### src/rtl/micro_sequencer.sv
// Next-microaddress sequencer: combinational UADDR_OUT (zero latency), hardware return stack.
// Backpressure: a pending MR/MW without MEM_RDY holds the address and drops MIR_ENA_OUT.
module micro_sequencer #(
  parameter int AW = 10,
  parameter int STK_DEPTH = 4,
  parameter logic [AW-1:0] RESET_VEC = '0
) (
  input  logic          CLK,
  input  logic          RST_N,
  input  logic [6:0]    TYPE_IN,
  input  logic [AW-1:0] DADD_IN,
  input  logic          MR_IN,
  input  logic          MW_IN,
  input  logic [3:0]    FLAGS_IN,
  input  logic          IRQ_IN,
  input  logic [AW-1:0] DISP_IN,
  input  logic          MEM_RDY,
  output logic [AW-1:0] UADDR_OUT,
  output logic          MIR_ENA_OUT,
  output logic          STALL_OUT,
  output logic          HALTED_OUT,
  output logic          STK_ERR_OUT
);

  localparam int SPW = $clog2(STK_DEPTH + 1);
  localparam int IW  = $clog2(STK_DEPTH);
  localparam logic [SPW-1:0] SP_FULL = SPW'(STK_DEPTH);

  localparam logic [1:0] ST_BOOT = 2'd0;
  localparam logic [1:0] ST_RUN  = 2'd1;
  localparam logic [1:0] ST_WAIT = 2'd2;
  localparam logic [1:0] ST_HALT = 2'd3;

  localparam logic [2:0] OP_NEXT  = 3'd0;
  localparam logic [2:0] OP_JUMP  = 3'd1;
  localparam logic [2:0] OP_CJUMP = 3'd2;
  localparam logic [2:0] OP_CALL  = 3'd3;
  localparam logic [2:0] OP_RET   = 3'd4;
  localparam logic [2:0] OP_DISP  = 3'd5;
  localparam logic [2:0] OP_CCALL = 3'd6;
  localparam logic [2:0] OP_HALT  = 3'd7;

  logic [1:0]     state;
  logic [AW-1:0]  upc;
  logic [SPW-1:0] sp;
  logic [AW-1:0]  stk [STK_DEPTH];

  logic [2:0]    op;
  logic          sel;
  logic          cond;
  logic          running;
  logic          stall;
  logic          exec;
  logic          do_call;
  logic          push;
  logic          pop;
  logic          err_set;
  logic [AW-1:0] upc_inc;
  logic [AW-1:0] next;
  logic [IW-1:0] push_idx;
  logic [IW-1:0] pop_idx;
  logic [SPW-1:0] sp_dec;

  assign op       = TYPE_IN[6:4];
  assign upc_inc  = upc + AW'(1);
  assign sp_dec   = sp - SPW'(1);
  assign push_idx = sp[IW-1:0];
  assign pop_idx  = sp_dec[IW-1:0];

  always_comb begin
    sel = 1'b0;
    case (TYPE_IN[2:0])
      3'd0:    sel = 1'b1;
      3'd1:    sel = FLAGS_IN[0];
      3'd2:    sel = FLAGS_IN[1];
      3'd3:    sel = FLAGS_IN[2];
      3'd4:    sel = FLAGS_IN[3];
      3'd5:    sel = IRQ_IN;
      default: sel = 1'b0;
    endcase
    cond = TYPE_IN[3] ^ sel;
  end

  assign running = (state == ST_RUN) || (state == ST_WAIT);
  assign stall   = running && (MR_IN || MW_IN) && !MEM_RDY;
  assign exec    = running && !stall;
  assign do_call = (op == OP_CALL) || ((op == OP_CCALL) && cond);

  always_comb begin
    next    = upc_inc;
    push    = 1'b0;
    pop     = 1'b0;
    err_set = 1'b0;
    if (do_call) begin
      // Overflow still takes the jump; only the return address is lost.
      next = DADD_IN;
      if (sp == SP_FULL) err_set = 1'b1;
      else               push    = 1'b1;
    end else begin
      case (op)
        OP_JUMP:  next = DADD_IN;
        OP_CJUMP: if (cond) next = DADD_IN;
        OP_RET: begin
          if (sp == '0) begin
            err_set = 1'b1;
          end else begin
            next = stk[pop_idx];
            pop  = 1'b1;
          end
        end
        OP_DISP:  next = DISP_IN;
        OP_HALT:  next = upc;
        default:  next = upc_inc;
      endcase
    end
  end

  always_comb begin
    UADDR_OUT   = upc;
    MIR_ENA_OUT = 1'b0;
    if (state == ST_BOOT) begin
      UADDR_OUT   = RESET_VEC;
      MIR_ENA_OUT = 1'b1;
    end else if (exec && (op != OP_HALT)) begin
      UADDR_OUT   = next;
      MIR_ENA_OUT = 1'b1;
    end
  end

  assign STALL_OUT  = stall;
  assign HALTED_OUT = (state == ST_HALT);

  always_ff @(posedge CLK or negedge RST_N) begin
    if (!RST_N) begin
      state       <= ST_BOOT;
      upc         <= RESET_VEC;
      sp          <= '0;
      STK_ERR_OUT <= 1'b0;
    end else begin
      case (state)
        ST_BOOT: begin
          state <= ST_RUN;
          upc   <= RESET_VEC;
        end
        ST_RUN, ST_WAIT: begin
          if (stall) begin
            state <= ST_WAIT;
          end else begin
            if (op == OP_HALT) begin
              state <= ST_HALT;
            end else begin
              state <= ST_RUN;
              upc   <= next;
            end
            if (push)    sp <= sp + SPW'(1);
            if (pop)     sp <= sp_dec;
            if (err_set) STK_ERR_OUT <= 1'b1;
          end
        end
        default: state <= ST_HALT;
      endcase
    end
  end

  // Stack storage needs no reset: SP=0 already marks every entry invalid.
  always_ff @(posedge CLK) begin
    if (exec && push) stk[push_idx] <= upc_inc;
  end

endmodule

### config.mk
export PLATFORM = sky130hd
export DESIGN_NAME = micro_sequencer
export DESIGN_NICKNAME = d
export VERILOG_FILES = /design/src/rtl/micro_sequencer.sv
export SDC_FILE = /design/constraint.sdc
export NUM_CORES = 1
export LEC_CHECK = 0
export ABC_AREA = 1
export ABC_CLOCK_PERIOD_IN_PS = 2009
export CORE_MARGIN = 5
export CORE_UTILIZATION = 35
export CTS_BUF_LIST = sky130_fd_sc_hd__clkbuf_4 sky130_fd_sc_hd__clkbuf_8 sky130_fd_sc_hd__clkbuf_16
export DETAILED_ROUTE_END_ITERATION = 16
export RECOVER_POWER = 25
export SYNTH_ARGS = -nofsm -noshare
export SYNTH_HDL_FRONTEND = slang
export SYNTH_SLANG_ARGS = --single-unit
### constraint.sdc
create_clock -name CLK -period 2.01 [get_ports CLK]
set_input_delay 0.201 -clock CLK [delete_from_list [all_inputs] [get_ports CLK]]
set_output_delay 0.201 -clock CLK [all_outputs]
set_load 0.02 [all_outputs]
==> results of run 1 <==
[flip-flops by register name (all words and copies together), names as in the netlist]
name	flops
STK_ERR_OUT	1
stk	40
sp	3
state	2
upc	10
[cell families after synthesis]
kind of cell / after synthesis
simple gates: 326
fa+ha+maj: 9
flops: 56
buf+inv: 78
compound gates: 46
xor+xnor: 2
[synth_stat cells, types with 3 or more instances]
master      n  area (sq um)
or2_2       3          18.8
clkbuf_1    5          18.8
inv_1      56           210
nand2_2     3          18.8
ha_1        9           113
nor2_1     77           289
dfrtp_1    16           400
edfxtp_1   40          1200
o21ai_0    25           125
nand2_4     3          33.8
nand4_1     5          31.3
nor2_2     12          75.1
buf_2       8          40.0
nand3_1    47           235
o22ai_1     8          50.1
inv_2       5          18.8
nand2_1   171           642
a21oi_1     9          45.0
[area by class of cell]
type                       count  area [sq um]
clock buffer                   5          68.8
sequential                    56          1600
timing repair buffer         154          1390
inverter                      62           236
tap                          136           170
multi-input combinational    385          2090
fill                         968          4740
clock inverter                 3          28.8
[routing by layer]
layer,global-route usage (%),routed length (microns),up-vias
li1,-,-,1954
met4,4.73,163,0
met5,0,0,-
met1,23.7,5030,1780
met2,31.6,5920,122
met3,2.51,528,16
[power breakdown]
group	internal, mW	switching (mW)
logic	2.27	2.70
clock network	0.265	0.436
registers	1.55	0.129
total	4.09	3.26
[critical path, stage by stage, from the launching register on]
cell	delay, ns
dfrtp_1	0.38
inv_2	0.06
ha_4	0.29
clkinvlp_4	0.20
buf_6	0.19
nor2_1	0.07
o21ai_1	0.07
a21oi_1	0.14
nor2_1	0.06
nand2_1	0.06
nand2_1	0.06
nand2_2	0.09
nand2_1	0.06
nand2_1	0.08
buf_6	0.12
[stage by stage]
| stage | std cells | total power, mW | instance area [sq um] | TNS [ns] | setup WS (ns) |
|---|---|---|---|---|---|
| finish | 801 | 7.35 | 5590 | -3.71 | -0.412 |
| floorplan | 517 | 4.03 | 3760 | -0.689 | -0.0172 |
| global placement | 775 | 5.83 | 5050 | -28.81 | -0.670 |
| CTS | 791 | 6.98 | 5290 | -6.52 | -0.394 |
| global route | 801 | 7.93 | 5590 | -5.95 | -0.587 |
| detailed placement | 775 | 5.89 | 5050 | -34.49 | -0.753 |
[what timing repair did]
action                     4_1_cts  5_1_grt
setup buffers                    8        6
setup endpoints to repair       66       64
resized for setup               92       60
pin swaps                       31       34
cloned                           1        4
[path summary, 6_finish.rpt]
kind / slack [ns] / endpoint
setup / recovery: -0.41 / UADDR_OUT[0]
hold reg to reg: 0.47 / STK_ERR_OUT$_DFFE_PN0P_
max in group asynchronous: 0.86 / upc[8]$_DFFE_PN0P_
min in group asynchronous: 0.55 / sp[0]$_DFFE_PN0P_
setup reg to reg: -0.16 / upc[3]$_DFFE_PN0P_
hold / removal: 0.47 / STK_ERR_OUT$_DFFE_PN0P_
==> impl_results.md, run 1 <==
- Run status: complete, but fails checks
- Failing checks: setup timing
- Commonest register cell after synthesis: edfxtp_1
- Number of synthesized flops with an enable pin: 40
- Max Fclk: 0.413 GHz
- Post-DP HPWL: 8330 microns
- Layout Utilization: 54.1%
- XOR/XNOR Fraction of Synth Area: 0.677%
- Wire length per cell: 14.5 microns
- CP Class: reg -> out
- Core Box Area: 10300 sq um
- RSZ-0062 raised after global routing: true
- Clock buffer depth: 2
- Worst Path Arrival: 2.22 ns
- Final min period: 2.42 ns
- Via count: 3872
- Mean Syn Cell Area: 7.15 sq um
- R2R depth: 15
- Total DRC errors in the routed layout: 0
- Die Width: 113 microns
- Largest family of logic cells by synthesized area: simple AND/OR/NAND/NOR gates
- Type of origin of the critical path: register
- Rel. slew slack: 33.4%
- Worst setup path startpoint: sp[1]$_DFFE_PN0P_
- Setup violators final: 11
- H-tree depth: 2
- Clock-pin slew on the worst setup and hold paths: 0.12 ns
- Number of synthesis warnings: 0
- Synthesized Nets: 563
- CP required: 1.81 ns
- Vias per Instance: 4.83
- Leftover overflow at the end of global routing: 0
- Commonest non-fill, non-tap cell in the layout: nand2_1
- Worst Clk Skew: 0.00698 ns
- Synthesis-stage register bit count: 56
- Sequential cell area fraction in the yosys report: 43.3%
- Global-route wire length before repair: 18900 microns
- Layout area overhead: 51.0%
- First DRT Iteration DRCs: 215
- Largest net degree at the start of global routing: 24
- Final setup margin: -0.412 ns
- Leak: 2.60 nW
- Post-synthesis mux area share: 0%
- Final-report max-slew violation count: 0
- Total track usage: 18.1%
- R2r startpoint: upc[0]$_DFFE_PN0P_
- Antenna-violating nets left: 0
- Post-Syn Area: 3700 sq um
- Die Y: 113 microns
- Post-synth ARST share: 28.6%
- # hold bufs at CTS: 0
- CTS sink cnt: 56
- Initial antenna violation count: 0
- Fin Hold WS: 0.474 ns
- Slew @ Worst Pin: 0.999 ns
- Final Cycle Share: 121%
- Mapped Cells: 517
- Initial Util: 35.8%
- Yosys cell types: 31
- Share of layout cells above drive strength 1: 30.5%
- Vias in the first global route: 3932
- Synth Area in Adders: 3.04%
- Layout Nets: 710
- Worst hold path depth: 2
- Final Wtd Congestion: 0.919
- Drt total wl: 11600 microns
- Synth Area in Compound Gates: 6.73%
- Buffers on Ports: 50
- First-pass iteration count of the detailed router: 5
- Total CTS buffers: 5
- Clk root buf: clkbuf_8
- Crit-path max FO: 8
- # diodes: 0
- Max_cap viols: 0
- CP endpoint kind: output pin
- # rows: 37
- Worst hold path type: reg -> reg
- # IOs: 51
- Final hold violations: 0
- CTS tree: built
- Most frequent cells in the layout: nand2_1, buf_4, nor2_1, inv_1, nand3_1
- Die area: 12700 sq um
- Maximum vdd drop: 0.00123 V
- Synth Area in Simple Gates: 37.7%
- Power Density: 1320 nW/um^2
- Hold Startpoint: STK_ERR_OUT$_DFFE_PN0P_
- Worst-Skew Late Latency: 0.32 ns
(Power assumes the default switching activity.)
==> run 2: changes to the inputs <==
ABC_AREA = unset   (was 1)
==> run 2 against run 1 <==
Compared with the run above:
- the run still ends with setup timing left
- combinational power fell by 90%
- clock skew fell by 0.0017 ns
- clock-buffer cell count grew 1
- first-iteration DRC count rose by 25%
- global-route usage up 0.57 points
- area after synthesis is 3.2% lower
- critical path depth is 3 lower
- worst setup slack lost 0.36 ns
- largest cell class unchanged
- register-to-register slack worse by 0.52 ns
- final cell count shrank 17%
- core utilization up 2.3 points
- critical path type unchanged
==> impl_results.md, run 2 <==
- Post-synthesis mux area share: 8.11% (+8.1 points)
- Antenna-violating nets left: 0 (unchanged)
- Number of synthesis warnings: 0 (unchanged)
- Largest regs: stk (40), upc (10), sp (3)
- CP top delay family: compound AO/OA/AOI/OAI gates
- Most frequent cells in the layout: buf_4, edfxtp_1, nand2_1, buf_6, clkdlybuf4s50_1
- Worst Path Arrival: 2.58 ns (+0.36 ns)
- Synth Area in Adders: 3.15% (+0.10 points)
- # IOs: 51 (unchanged)
- Top cells by count, synth: edfxtp_1, nand2_1, nor2_1, o211ai_1, dfrtp_1
- Leftover overflow at the end of global routing: 0 (unchanged)
- Most common cell in the synthesized netlist: edfxtp_1
- Rel. slew slack: 28.7% (-4.7 points)
- Mapped Cells: 338 (-35%)
- Post-Syn Area: 3580 sq um (-3.2%)
- Clk root buf: clkbuf_8
- Fin Hold WS: 0.558 ns (+0.0841 ns)
- Worst hold path type: reg -> reg
- CP required: 1.81 ns (about the same)
- Power Density: 439 nW/um^2 (-67%)
- CTS tree: built
- Post-synth ARST share: 28.6% (unchanged)
- Buffers on Ports: 50 (unchanged)
- # diodes: 0 (unchanged)
- Commonest non-fill, non-tap cell in the layout: buf_4
- Total CTS buffers: 5 (unchanged)
- Clock buffer depth: 2 (unchanged)
- Largest stage delay on the critical path: 0.45 ns (+0.07 ns)
- Synthesized Nets: 384 (-32%)
- Final Cycle Share: 139% (+18 points)
- Max FFs per register: 40 (unchanged)
- DP Worst Slack: -1.15 ns (-0.398 ns)
- Layout area overhead: 59.9%
- Vias per Instance: 5.38 (+11%)
- H-tree depth: 2 (unchanged)
- CP endpoint kind: output pin
- RSZ-0062 raised after global routing: true
- Initial antenna violation count: 0 (unchanged)
- Drt total wl: 12000 microns (+2.7%)
- Leak: 2.46 nW (-5.6%)
- Top cells by area, synth: edfxtp_1, dfrtp_1, mux4_2
- Failing checks: setup timing
- Post-DP HPWL: 8560 microns (+2.8%)
- Via count: 3575 (-7.7%)
- Die Width: 111 microns (-1.5%)
- Max Fclk: 0.359 GHz (-13%)
- CP Class: reg -> out
- Wire length per cell: 18.0 microns (+24%)
- Register-to-register setup slack: -0.68 ns (-0.52 ns)
- Sequential cell area fraction in the yosys report: 44.8% (+1.5 points)
- Global-route wire length before repair: 18400 microns (-2.8%)
- Die area: 12300 sq um (-3.0%)
- Total track usage: 18.7% (+0.57 points)
- Run status: complete, but fails checks
- Synth Area in Compound Gates: 21.2% (+14 points)
- Synth Area in Simple Gates: 15.6% (-22 points)
- Yosys cell types: 62 (+100%)
- Post-route cell area: 5720 sq um (+2.5%)
- Synthesis-stage register bit count: 56 (unchanged)
- Clock-pin slew on the worst setup and hold paths: 0.10 ns (-0.02 ns)
- Final-report max-slew violation count: 0 (unchanged)
- Worst-Skew Late Latency: 0.31 ns (about the same)
- Mean Syn Cell Area: 10.6 sq um (+48%)
- Initial Util: 35.3% (-0.53 points)
- Final Wtd Congestion: 0.893 (-2.8%)
- CP max-delay cell: dfrtp_2
- Final min period: 2.79 ns (+0.363 ns)
- Worst Clk Skew: 0.00528 ns (-0.00169 ns)
- CP Cell Sequence: inv_4 -> ha_4 -> ha_4 -> or3b_1 -> a221o_1 -> o2111ai_2 -> o21ai_1 -> nand2_1 -> o211ai_1 -> a221oi_2 -> buf_4
- Final setup margin: -0.776 ns (-0.363 ns)
- TNS Setup: -8.00 ns (-4.29 ns)
- Final hold violations: 0 (unchanged)
- Maximum vdd drop: 0.000317 V (-74%)
- Type of origin of the critical path: register
- Top cell type's share of synthesized area: 33.6% (+1.1 points)
- Commonest register cell after synthesis: edfxtp_1
- Die Y: 111 microns (-1.5%)
- Number of synthesized flops with an enable pin: 40 (unchanged)
- CTS sink cnt: 56 (unchanged)
- Total DRC errors in the routed layout: 0 (unchanged)
- Vias in the first global route: 3562 (-9.4%)
- Crit-path max FO: 3 (-5)
- Largest Register: stk
- First DRT Iteration DRCs: 269 (+25%)
- Worst path bufs/invs: 2 (-2)
- Slew @ Worst Pin: 1.07 ns (+0.0705 ns)
- CP dominant cell by count: ha_4
- First-pass iteration count of the detailed router: 5 (unchanged)
- Share of layout cells above drive strength 1: 45.8% (+15 points)
- Largest net degree at the start of global routing: 18 (-25%)
- DP Area: 5110 sq um (+1.3%)
- Max_cap viols: 0 (unchanged)
- Core Box Area: 10100 sq um (-1.8%)
- Largest family of logic cells by synthesized area: compound AO/OA/AOI/OAI gates
- Cell taking the most area after synthesis: edfxtp_1
- Setup violators final: 25 (+14)
- Layout Nets: 573 (-19%)
- XOR/XNOR Fraction of Synth Area: 2.20% (+1.5 points)
- Final Power: 2.51 mW (-66%)
- # rows: 37 (unchanged)
==> run 2: cells by family (layout without fill, tap and decap cells) <==
group	Yosys count	after routing
and+or+nand+nor	107	108
muxes	16	16
xor gates and xnor gates	9	9
DFF	56	56
buffers and inverters	36	225
adders and majority gates	9	9
AOI/OAI and AO/OA	105	105
==> run 2: metrics by stage <==
| stage | instances | util, % |
|---|---|---|
| 2_1_floorplan | 338 | - |
| 5_1_grt | 664 | 56.4 |
| 3_5_place_dp | 622 | 50.5 |
| 4_1_cts | 661 | 55.0 |
| 6_report | 664 | 56.4 |
| 3_3_place_gp | 622 | 50.5 |
==> run 2: report_power, final <==
group	total [mW]	switching (mW)	internal [mW]	leakage (nW)
sequential	1.22	0	1.22	0.642
combinational	0.513	0.243	0.270	1.76
clock	0.777	0.386	0.391	0.0592
==> run 2: worst register-to-register path: stages, from the launching register on <==
cell	delay [ns]
dfrtp_2	0.43
inv_4	0.05
ha_4	0.17
ha_4	0.17
nor4b_4	0.25
buf_4	0.20
nand2_2	0.05
o211ai_1	0.13
o31ai_1	0.12
o211ai_1	0.20
o211ai_1	0.15
buf_4	0.17
buf_6	0.10
buf_6	0.10
buf_6	0.10
buf_6	0.11
buf_6	0.10
nand2_2	0.05
==> run 2: layer usage <==
| layer | global-route usage, % | part of all wire, % |
|---|---|---|
| met1 | 23.9 | 42 |
| met2 | 32.1 | 49 |
| met3 | 3.06 | 6.0 |
| met4 | 6.57 | 3.2 |
| met5 | 0 | 0 |
==> run 2: timing repair <==
action | in CTS | in global routing
setup buffers | 39 | 9
cloned | 1 | 0
gates resized for setup | 100 | 51
endpoints found under the setup margin | 67 | 62
pin swaps | 25 | 19
hold buffers | 0 | 0
==> run 2: final cells by class <==
type | count | area, sq um
clock buffers | 6 | 76.3
repair buffers | 204 | 1730
fillers | 855 | 4420
flip-flops and latches | 56 | 1600
multi-input cells | 247 | 2060
clock inverters | 2 | 38.8
inverters | 13 | 51.3
well taps | 136 | 170
==> run 2: worst paths after layout <==
check / start / endpoint / cells after the start
worst min-delay path: STK_ERR_OUT$_DFFE_PN0P_ / STK_ERR_OUT$_DFFE_PN0P_ / 1
max in group asynchronous: RST_N / sp[0]$_DFFE_PN0P_ / 2
worst max-delay path: sp[0]$_DFFE_PN0P_ / UADDR_OUT[0] / 11
worst min register to register: STK_ERR_OUT$_DFFE_PN0P_ / STK_ERR_OUT$_DFFE_PN0P_ / 1
worst max register to register: sp[0]$_DFFE_PN0P_ / upc[7]$_DFFE_PN0P_ / 17
min in group asynchronous: RST_N / upc[5]$_DFFE_PN0P_ / 2
